==> src/rtl/huc_rom_arb.sv <==
// rtl/huc_rom_arb.sv - cartridge ROM/PSRAM port arbiter: CPU priority, background DMA, fixed access timing
// Optional SF2 bank mapper enabled by HUC_ROM_ARB_SF2_EN.
module huc_rom_arb #(
  parameter int MEM_CYC      = 4,
  parameter int REC_CYC      = 1,
  parameter int DMA_MAX_WAIT = 255
) (
  input  logic        clk_i,
  input  logic        rst_i,
  input  logic [20:0] cpu_addr_i,
  input  logic        cpu_ce_i,
  input  logic        cpu_oe_i,
  output logic [7:0]  cpu_dato_o,
  output logic        cpu_hit_o,
  input  logic        dma_req_i,
  input  logic        dma_we_i,
  input  logic [19:0] dma_addr_i,
  input  logic [7:0]  dma_dati_i,
  output logic [7:0]  dma_dato_o,
  output logic        dma_ack_o,
  output logic        dma_starve_o,
  output logic [19:0] mem_addr_o,
  output logic [7:0]  mem_dati_o,
  input  logic [7:0]  mem_dato_i,
  output logic        mem_ce_o,
  output logic        mem_oe_o,
  output logic        mem_we_o
);

  localparam int              WW       = (DMA_MAX_WAIT < 2) ? 1 : $clog2(DMA_MAX_WAIT + 1);
  localparam logic [WW-1:0]   WAIT_MAX = WW'(DMA_MAX_WAIT);
  localparam logic [3:0]      ACC_LAST = 4'(MEM_CYC - 1);
  localparam logic [3:0]      REC_LAST = 4'(REC_CYC - 1);

  typedef enum logic [1:0] {IDLE, CPU_ACC, DMA_ACC, REC} state_t;

  state_t        state_q;
  logic [3:0]    cyc_q;
  logic          hit_q;
  logic          pend_q;
  logic [WW-1:0] wait_q;
  logic          cpu_trig;
  logic [19:0]   cpu_maddr;

  assign cpu_hit_o = cpu_ce_i & ~cpu_addr_i[20];

`ifdef HUC_ROM_ARB_SF2_EN
  logic [1:0] bank_q;
  logic       bank_wr;

  assign bank_wr   = cpu_ce_i & ~cpu_oe_i & (&cpu_addr_i[12:2]);
  assign cpu_trig  = cpu_hit_o & ~hit_q & ~bank_wr;
  // Only bit 0 of (bank + 1) survives the 20-bit truncation, and that is ~bank[0].
  assign cpu_maddr = cpu_addr_i[19] ? {~bank_q[0], cpu_addr_i[18:0]} : cpu_addr_i[19:0];

  always_ff @(posedge clk_i or posedge rst_i) begin
    if (rst_i) begin
      bank_q <= 2'd0;
    end else if (bank_wr) begin
      bank_q <= cpu_addr_i[1:0];
    end
  end
`else
  assign cpu_trig  = cpu_hit_o & ~hit_q;
  assign cpu_maddr = cpu_addr_i[19:0];
`endif

  always_ff @(posedge clk_i or posedge rst_i) begin
    if (rst_i) begin
      state_q      <= IDLE;
      cyc_q        <= 4'd0;
      hit_q        <= 1'b0;
      pend_q       <= 1'b0;
      wait_q       <= '0;
      cpu_dato_o   <= 8'd0;
      dma_dato_o   <= 8'd0;
      dma_ack_o    <= 1'b0;
      dma_starve_o <= 1'b0;
      mem_addr_o   <= 20'd0;
      mem_dati_o   <= 8'd0;
      mem_ce_o     <= 1'b0;
      mem_oe_o     <= 1'b0;
      mem_we_o     <= 1'b0;
    end else begin
      hit_q     <= cpu_hit_o;
      dma_ack_o <= 1'b0;

      // A trigger that cannot be served now waits here; a second one is lost.
      if (cpu_trig) begin
        pend_q <= 1'b1;
      end

      if (dma_ack_o) begin
        wait_q <= '0;
      end else if (dma_req_i && state_q != DMA_ACC && wait_q != WAIT_MAX) begin
        wait_q <= wait_q + 1'b1;
        if ((wait_q + 1'b1) == WAIT_MAX) begin
          dma_starve_o <= 1'b1;
        end
      end

      case (state_q)
        IDLE: begin
          if (cpu_trig || pend_q) begin
            state_q    <= CPU_ACC;
            pend_q     <= 1'b0;
            cyc_q      <= 4'd0;
            mem_addr_o <= cpu_maddr;
            mem_ce_o   <= 1'b1;
            mem_oe_o   <= cpu_oe_i;
            mem_we_o   <= 1'b0;
          end else if (dma_req_i) begin
            state_q    <= DMA_ACC;
            cyc_q      <= 4'd0;
            mem_addr_o <= dma_addr_i;
            mem_dati_o <= dma_dati_i;
            mem_ce_o   <= 1'b1;
            mem_oe_o   <= ~dma_we_i;
            mem_we_o   <= dma_we_i;
          end
        end

        CPU_ACC, DMA_ACC: begin
          if (cyc_q == ACC_LAST) begin
            if (state_q == CPU_ACC) begin
              cpu_dato_o <= mem_dato_i;
            end else begin
              dma_ack_o <= 1'b1;
              if (!mem_we_o) begin
                dma_dato_o <= mem_dato_i;
              end
            end
            mem_ce_o <= 1'b0;
            mem_oe_o <= 1'b0;
            mem_we_o <= 1'b0;
            cyc_q    <= 4'd0;
            state_q  <= (REC_CYC == 0) ? IDLE : REC;
          end else begin
            cyc_q <= cyc_q + 4'd1;
          end
        end

        REC: begin
          if (cyc_q == REC_LAST) begin
            cyc_q   <= 4'd0;
            state_q <= IDLE;
          end else begin
            cyc_q <= cyc_q + 4'd1;
          end
        end

        default: state_q <= IDLE;
      endcase
    end
  end

endmodule

==> config.mk <==
export PLATFORM = sky130hd
export DESIGN_NAME = huc_rom_arb
export DESIGN_NICKNAME = d
export VERILOG_FILES = /design/src/rtl/huc_rom_arb.sv
export SDC_FILE = /design/constraint.sdc
export NUM_CORES = 1
export LEC_CHECK = 0
export CAP_MARGIN = 20
export CORE_ASPECT_RATIO = 1.25
export CORE_MARGIN = 2
export CORE_UTILIZATION = 45
export CTS_BUF_LIST = sky130_fd_sc_hd__clkbuf_16
export DETAILED_ROUTE_END_ITERATION = 8
export HOLD_SLACK_MARGIN = 0.03
export PLACE_DENSITY = 0.77
export REMOVE_ABC_BUFFERS = 1
export SLEW_MARGIN = 20
export SYNTH_ARGS = -nofsm -noshare
export SYNTH_HDL_FRONTEND = slang
export SYNTH_SLANG_ARGS = --single-unit
==> constraint.sdc <==
create_clock -name clk_i -period 2.3 [get_ports clk_i]
set_input_delay 0.46 -clock clk_i [delete_from_list [all_inputs] [get_ports clk_i]]
set_output_delay 0.46 -clock clk_i [all_outputs]
set_load 0.02 [all_outputs]
---- Word-level counts from Yosys, hierarchy flattened ----
Cells that the tools add are included.
storage, ports and cells
  word-level logic and storage cells ...... 81
  register bits ........................... 65
  bits of input ports ..................... 63
  output and inout port bits .............. 50
operators by class
  eq/ne operators ......................... 10
  reductions and logical operators ........ 16
  bitwise logic cells ..................... 9
  add/subtract/negate cells ............... 2
  multiplexer cells ....................... 30
operators by type and width
  kind                 number
  $mux 20              2
  $mux 4               4
  $mux 8               2
  $reduce_and 3->1     5
  $mux 1               13
  $pmux 4 s3           1
  $add 8x1->8 const B  1
  $eq 8x8->1 const B   1
  $mux 2               4
  $ne 8x8->1 const B   1
  $not 1->1            7
  $ne 2x2->1 const B   3
  $pmux 1 s2           3
  $pmux 2 s3           1
  $reduce_bool 2->1    3
  $add 4x1->4 const B  1
  $eq 2x2->1 const B   2
  $eq 4x2->1 const B   1
  $logic_not 4->1      1
  $reduce_and 4->1     1
  $ne 3x3->1 const B   1
  $and 1x1->1          2
  $eq 2x1->1 const B   1
  $logic_and 1x1->1    2
  other kinds (4)      4

---- Longest topological paths before layout ----
  depth after elaboration ................. 6
  gate-level depth with buffers ........... 7

---- Worst setup path after synthesis ----
Ideal clock, no wire load.
  kind .................................... register -> register
  start ................................... reg state_q[0]
  end ..................................... reg cpu_dato_o[0]
  arrival time ............................ 1.614 ns
  data required time ...................... 2.172 ns
  stages on the path, launching flop included .. 7
  clock period less this slack ............ 1.742 ns
  setup time .............................. 0.128 ns
  path buffers ............................ 1
  setup slack ............................. 0.558 ns
  cells stage by stage .................... dfrtp_1 -> inv_1 -> ha_1 -> buf_2 -> and4bb_1 -> nand2_1 -> mux2_1
between the ends
  cells in the longest elaborated chain, start to end .. 3
  elaborated cells on any way between the ends .. 4
  classes of those cells .................. eq/ne: 2; reduce/logical: 2
ends and longest elaborated chain
  element                                          line      RTL
  start: declaration                               37        state_t state_q;
  start signal: assignment                         137       state_q <= (REC_CYC == 0) ? IDLE : REC;
  $eq 2x1->1 / $eq 2x2->1 (equally long branches)  102, 125
  $reduce_or 2->1                                  102       case (state_q)
  $reduce_and 3->1 (no line) (*)                   --
  end signal: assignment                           126       cpu_dato_o <= mem_dato_i;
  end: declaration                                 13        output logic [7:0] cpu_dato_o,
Mark *: on every way between the ends. The rest lies on a longest branch, timed or not.
A chain may end at the register's enable or synchronous reset.

---- Worst setup path after layout ----
  start ................................... in cpu_addr_i[20]
  end ..................................... out cpu_hit_o
between the ends
  cells in the longest elaborated chain, start to end .. 2
ends and longest elaborated chain
  element             line  RTL
  start: declaration  10    input logic [20:0] cpu_addr_i,
  $not 1->1           45    assign cpu_hit_o = cpu_ce_i & ~cpu_addr_i[20];
  $and 1x1->1         45
  end: declaration    14    output logic cpu_hit_o,
No other way between the ends.

==> summary.md <==
| Metric | Value |
|---|---|
| Run status | `finished, final reports clean` |
| DRC | `0` |
| Ports | `between 100 and 150` |
| Die area | `around 7700 um2` |
| DIE WIDTH | `between 70 and 80 um` |
| Gpl congestion | `around 0.76` |
| GRT met2 Usage | `0.334` |
| Ys async rst share | `1.00` |
| # clock sinks | `65` |
| Synth cell types | `50` |
| Post-placement cell area | `about 4400 um2` |
| Non-Filler Instances | `482` |
| Maximum vdd drop | `around 0.00066 V` |
| Worst Setup Path Type | `input port to output port` |
| Largest net degree at the start of global routing | `41` |
| Synth Register Bits | `65` |
| First-pass GRT wire length | `approximately 12000 um` |
| Tot Pwr | `6.47 mW` |
| Unrepaired setup endpoints after global routing | `false` |
| Syn-to-layout area delta | `50.0%` |
| Setup violations, final | `0` |
| Max Freq | `0.459 GHz` |
| CP max FO | `2` |
| Busiest grt layer | `met2` |
| Final net count | `about 460` |
| Final ANT Viol Nets | `0` |
| Yosys warnings | `0` |
| Vias in the first global route | `roughly 2500` |
| Num CTS Buffers | `9` |
| Top-area cell type share of the netlist area | `0.517` |
| CTS tree | `built` |
| Worst slew pin tran | `a little over 0.5 ns` |
| Initial Util | `0.459` |
| Avg Inst Size Synth | `between 10 and 15 um2` |
| Post-synth EDFFs | `0` |
| Final core occ | `0.689` |
| Worst min-delay path class | `flip-flop to flip-flop` |
| CTS H-tree lvls | `3` |
| Filler cells | `approximately 530` |
| PwrDens | `roughly 1400 nW/um2` |
| Skew final | `around 0.0081 ns` |
| Max Cap Viol | `0` |
| Vias | `about 2400` |
| Core ar. | `6850 um2` |
| WL final | `7050 um` |
| Register area share after synthesis | `0.517` |
| Design Area, Final | `about 4700 um2` |
| GR Util met1 | `0.229` |
| FP Rows | `34` |
| Number of DRC markers in iteration 0 | `54` |
| Fin crit share | `0.947` |
| Synthesized cell area | `between 3000 and 4000 um2` |
| Worst-path clk slew | `0.06 ns` |
| Global route total overflow | `0` |
| Slew Limit Fails | `0` |
| Drt pass-1 iters | `4` |
| M3 GR Usage | `0.0706` |
| CTS Root Cell | `clkbuf_16` |
| Die height | `roughly 97 um` |
| Crit. End Element | `output port` |
| Leakage | `2.09 nW` |
| Proportion of layout cells with a drive suffix above 1 | `0.0867` |
| DR WL/cell | `approximately 15 um` |
| CP Launch Type | `input port` |
| Top-count cell post-synth | `dfrtp_1` |
| Post-CTS resize count | `0` |
| Cts hold-fix bufs | `0` |
| Worst EP arrival | `about 1.7 ns` |
| Antenna Cells | `0` |
| Drt via density | `between 5 and 6` |
| Placed cell count | `466` |
| Commonest cells in the netlist | `dfrtp_1, mux2_1, nand2_1, mux2i_1, o21ai_1` |
| Leading post-synthesis cells by cell area | `dfrtp_1, mux2_1, mux2i_1, ha_1, o21ai_1` |
| Clock Latency Late Sink | `0.33 ns` |
| Hold Violations, Final | `0` |
| Maximum clock insertion buffer count | `2` |
| Cells after Synth | `~270` |
| Total Routing Usage GR | `0.199` |
| DP HPWL | `5370 um` |
| Post-CTS Setup Inserts | `0` |
| Req. time, crit path | `approximately 1.8 ns` |
| Final min period | `2.18 ns` |
| Antenna violations before repair | `0` |
| Cell accounting for the most synthesized area | `dfrtp_1` |
| Max-slew headroom | `0.654` |
| Ys flop type | `dfrtp_1` |
| I/O Buffers | `roughly 110` |
critical path, cell delays in order:
cell and delay, ns:
clkdlybuf4s50_1 0.47, nor2b_1 0.16, clkdlybuf4s50_1 0.63
cell usage in the layout, fill, tap and decap left out, types with 3 or more instances in the layout:
cell type | Yosys | routed
a21o_1 | 3 | 3
a31oi_1 | 3 | 3
buf_12 | 0 | 3
buf_4 | 0 | 5
clkbuf_16 | 0 | 9
clkdlybuf4s50_1 | 0 | 112
dfrtp_1 | 65 | 65
ha_1 | 8 | 8
inv_1 | 9 | 8
inv_6 | 0 | 3
mux2_1 | 26 | 26
mux2i_1 | 22 | 22
nand2_1 | 26 | 26
nand2b_1 | 4 | 4
nand3b_1 | 3 | 3
nor2_1 | 11 | 11
nor2b_1 | 8 | 8
o21ai_1 | 20 | 20
xnor2_1 | 3 | 3
power breakdown:
| part | internal [mW] | switching (mW) |
|---|---|---|
| logic | 1.55 | 1.56 |
| registers | 1.66 | 0.347 |
| clock network | 0.847 | 0.509 |
path summary, 6_finish.rpt:
| path | from | end | slack, ns | cells after the start |
|---|---|---|---|---|
| max | cpu_addr_i[20] | cpu_hit_o | 0.12 | 3 |
| min | dma_starve_o | dma_starve_o | 0.48 | 1 |
| max reg2reg | cyc_q[1] | dma_dato_o[3] | 0.44 | 5 |
| min reg2reg | dma_starve_o | dma_starve_o | 0.48 | 1 |
| max in group asynchronous | rst_i | wait_q[4] | 1.25 | 3 |
| min in group asynchronous | rst_i | mem_addr_o[16] | 0.49 | 2 |
flip-flops by register name, indices dropped and copies added (netlist names), 2 cells and up:
| signal | cells |
|---|---|
| dma_dato_o | 8 |
| cyc_q | 4 |
| cpu_dato_o | 8 |
| state_q | 2 |
| wait_q | 8 |
| mem_addr_o | 20 |
| mem_dati_o | 8 |
cell families (layout without fill, tap and decap cells):
kind of cell | after synthesis | in the layout | synth area share
xor gates and xnor gates | 3 | 3 | 0.00835
AOI/OAI and AO/OA | 46 | 46 | 0.102
muxes | 50 | 50 | 0.173
adders and majority gates | 8 | 8 | 0.0318
buffers and inverters | 22 | 145 | 0.0326
and+or+nand+nor | 75 | 75 | 0.135
DFF | 65 | 65 | 0.517
cell type report:
cell class,count,area [um2],area share
sequential,65,1630,0.345
multi-input combinational,182,1430,0.302
timing repair buffer,120,1220,0.258
clock buffer,9,225,0.0477
tap,90,113,0.0239
clock inverter,7,76.3,0.0162
inverter,9,33.8,0.00716
routing by layer:
metal | part of all wire | wire length (um)
met1 | 0.39 | 2750
met2 | 0.50 | 3540
met3 | 0.093 | 656
met4 | 0.014 | 100
met5 | 0 | 0
stage by stage:
step / hold slack (ns) / setup WS (ns) / setup TNS, ns
after detailed placement: 0.469 / 0.114 / 0
after floorplan: 0.486 / -0.265 / -1.89
after CTS: 0.481 / 0.118 / 0
after global routing: 0.504 / 0.0533 / 0
final: 0.478 / 0.123 / 0
after global placement: 0.447 / 0.135 / 0
No activity file was read; power rests on OpenSTA's default activity.
==> edit (same settings) <==
Encoding of `state_t`: now Gray code (2 bits for 4 states).
--- a/src/rtl/huc_rom_arb.sv
+++ b/src/rtl/huc_rom_arb.sv
@@ -32,7 +32,7 @@
   localparam logic [3:0]      ACC_LAST = 4'(MEM_CYC - 1);
   localparam logic [3:0]      REC_LAST = 4'(REC_CYC - 1);
 
-  typedef enum logic [1:0] {IDLE, CPU_ACC, DMA_ACC, REC} state_t;
+  typedef enum logic [1:0] {IDLE = 2'b00, CPU_ACC = 2'b01, DMA_ACC = 2'b11, REC = 2'b10} state_t;
 
   state_t        state_q;
   logic [3:0]    cyc_q;
Check against the original RTL: no difference found for any inputs over 10 cycles, from zero or initial values and one cycle with rst_i high; not proved beyond that.
==> edit against the unedited design <==
  * Register-to-register slack lost 0.08 ns
  * Synthesized cell count fell by 2.6%
  * Power down 1.1%
  * Setup slack improved by 0.0050 ns
  * Sequential cell count unchanged
  * Utilization rose by 1.6 points
  * Combinational power is 6.8% lower
  * Area after synthesis down 2.8%
  * Routed wire length shrank 1.2%
  * Design area shrank 1.9%
  * Largest cell class unchanged
==> edit: results (changes against the unedited design) <==
- Inserted Clock Buffers: 9 (unchanged)
- Share of cells above drive strength 1: 15.0% (+6.4 points)
- Commonest cells in the netlist: dfrtp_1, nand2_1, mux2i_1, o21ai_0, mux2_4
- Finish-stage setup viols: 0 (unchanged)
- First-pass GRT wire length: 11400 um (-3.7%)
- Cell variety after synth: 48 (-4.0%)
- Clock transition at path regs: 0.06 ns (about the same)
- Placed cell count: 457 (-1.9%)
- ANT cells: 0 (unchanged)
- Worst-skew pair later-pin latency: 0.33 ns (about the same)
- IO buf count: 112 (unchanged)
- CTS resizes: 0 (unchanged)
- Worst path arrival time: approximately 1.7 ns
- Max FFs per register: 20 (unchanged)
- Wire length per cell: 14.7 um (+0.69%)
- NumNets Final: 448 (-2.2%)
- Yosys warns: 0 (unchanged)
- DRC violations left: 0 (unchanged)
- Biggest register: mem_addr_o
- DRT iter0 DRCs: 108 (+100%)
- Root Driver: clkbuf_16
- Vias in the first global route: 2449 (-2.9%)
- Area contributors post-synth: dfrtp_1, mux2_4, mux2i_1
- Vias per std cell: 5.11 (+0.65%)
- Outcome: finished, final reports clean
- Final wirelength: 6960 um (-1.2%)
- Largest net degree at the start of global routing: 66 (+61%)
- Depth of the CTS H-tree: 3 (unchanged)
- Crit path max fanout: 2 (unchanged)
- HP Class: reg -> reg
- Least-Margin Pin Slew: 0.665 ns (+0.146 ns)
- Clock skew: 0.00561 ns (-0.00250 ns)
- Register area share after synthesis: 53.2% (+1.5 points)
- RePlAce Congestion: 0.829 (+8.4%)
- Peak supply drop: 0.684 mV (+3.2%)
- Max Root-Sink Buffers: 2 (unchanged)
- Initial antenna violation count: 0 (unchanged)
- Layout fillers: 499 (-6.0%)
- GRT Util Overall: 20.0% (+0.074 points)
- Detail Placement HPWL: 5000 um (-6.9%)
- # hold bufs at CTS: 0 (unchanged)
- Post-CTS setup buffers: 0 (unchanged)
- Top-area cell type share of the netlist area: 53.2% (+1.5 points)
- Post-Syn Instances: 262 (-2.6%)
- Asr flop ratio synth: 100% (unchanged)
- Leak: 2.06 nW (-1.5%)
- Drt first pass iters: 4 (unchanged)
- Prevailing post-synth register cell: dfrtp_1
-- edit: per-stage QoR --
stage	worst slack [ns]	cell area, sq um	hold WS (ns)	TNS [ns]
detailed placement	0.123	4300	0.453	0
CTS	0.122	4630	0.472	0
global placement	0.128	4300	0.456	0
global route	0.0470	4630	0.513	0
finish	0.128	4630	0.470	0
floorplan	-0.170	3000	0.510	-2.91
-- edit: final timing paths --
kind	slack [ns]	cells past startpoint	startpoint	end
min in group asynchronous	0.51	3	rst_i	mem_addr_o[12]
hold reg to reg	0.47	2	dma_starve_o	dma_starve_o
hold / removal	0.47	2	dma_starve_o	dma_starve_o
setup / recovery	0.13	3	cpu_ce_i	cpu_hit_o
setup reg to reg	0.36	4	cyc_q[1]	dma_dato_o[3]
max in group asynchronous	1.51	3	rst_i	mem_addr_o[0]
-- edit: cell families after synthesis --
family                     after synthesis  share of synthesized area [%]
DFF                                     65                           53.2
xor gates and xnor gates                 2                          0.573
adders and majority gates                4                           1.64
muxes                                   47                           18.3
AOI/OAI and AO/OA                       51                           11.3
buffers and inverters                   23                           3.48
and+or+nand+nor                         70                           11.5
-- edit: where the power goes --
group	total (W)	switching [W]	leakage, nW	internal, W
clock	0.00148	0.000521	0.157	0.000959
sequential	0.00203	0.000371	0.799	0.00166
combinational	0.00289	0.00140	1.11	0.00148
-- edit: layout make-up --
type / count / share of cell area [%]
flip-flops and latches: 65 / 35.1
clock buffers: 9 / 4.87
clock inverters: 7 / 2.22
multi-input cells: 174 / 28.8
inverters: 12 / 0.973
well taps: 87 / 2.35
repair buffers: 119 / 25.6
-- edit: critical path, cell delays in order --
cell	delay [ns]
clkdlybuf4s50_1	0.47
nor2b_1	0.16
clkdlybuf4s50_1	0.62
-- edit: per-layer routing --
layer	global-route usage [%]	up-vias	share of wire, %
met1	22.4	1141	40
met5	0	-	0
met2	34.7	96	51
met4	9.52	0	1.7
met3	6.29	10	7.1
li1	-	1170	-
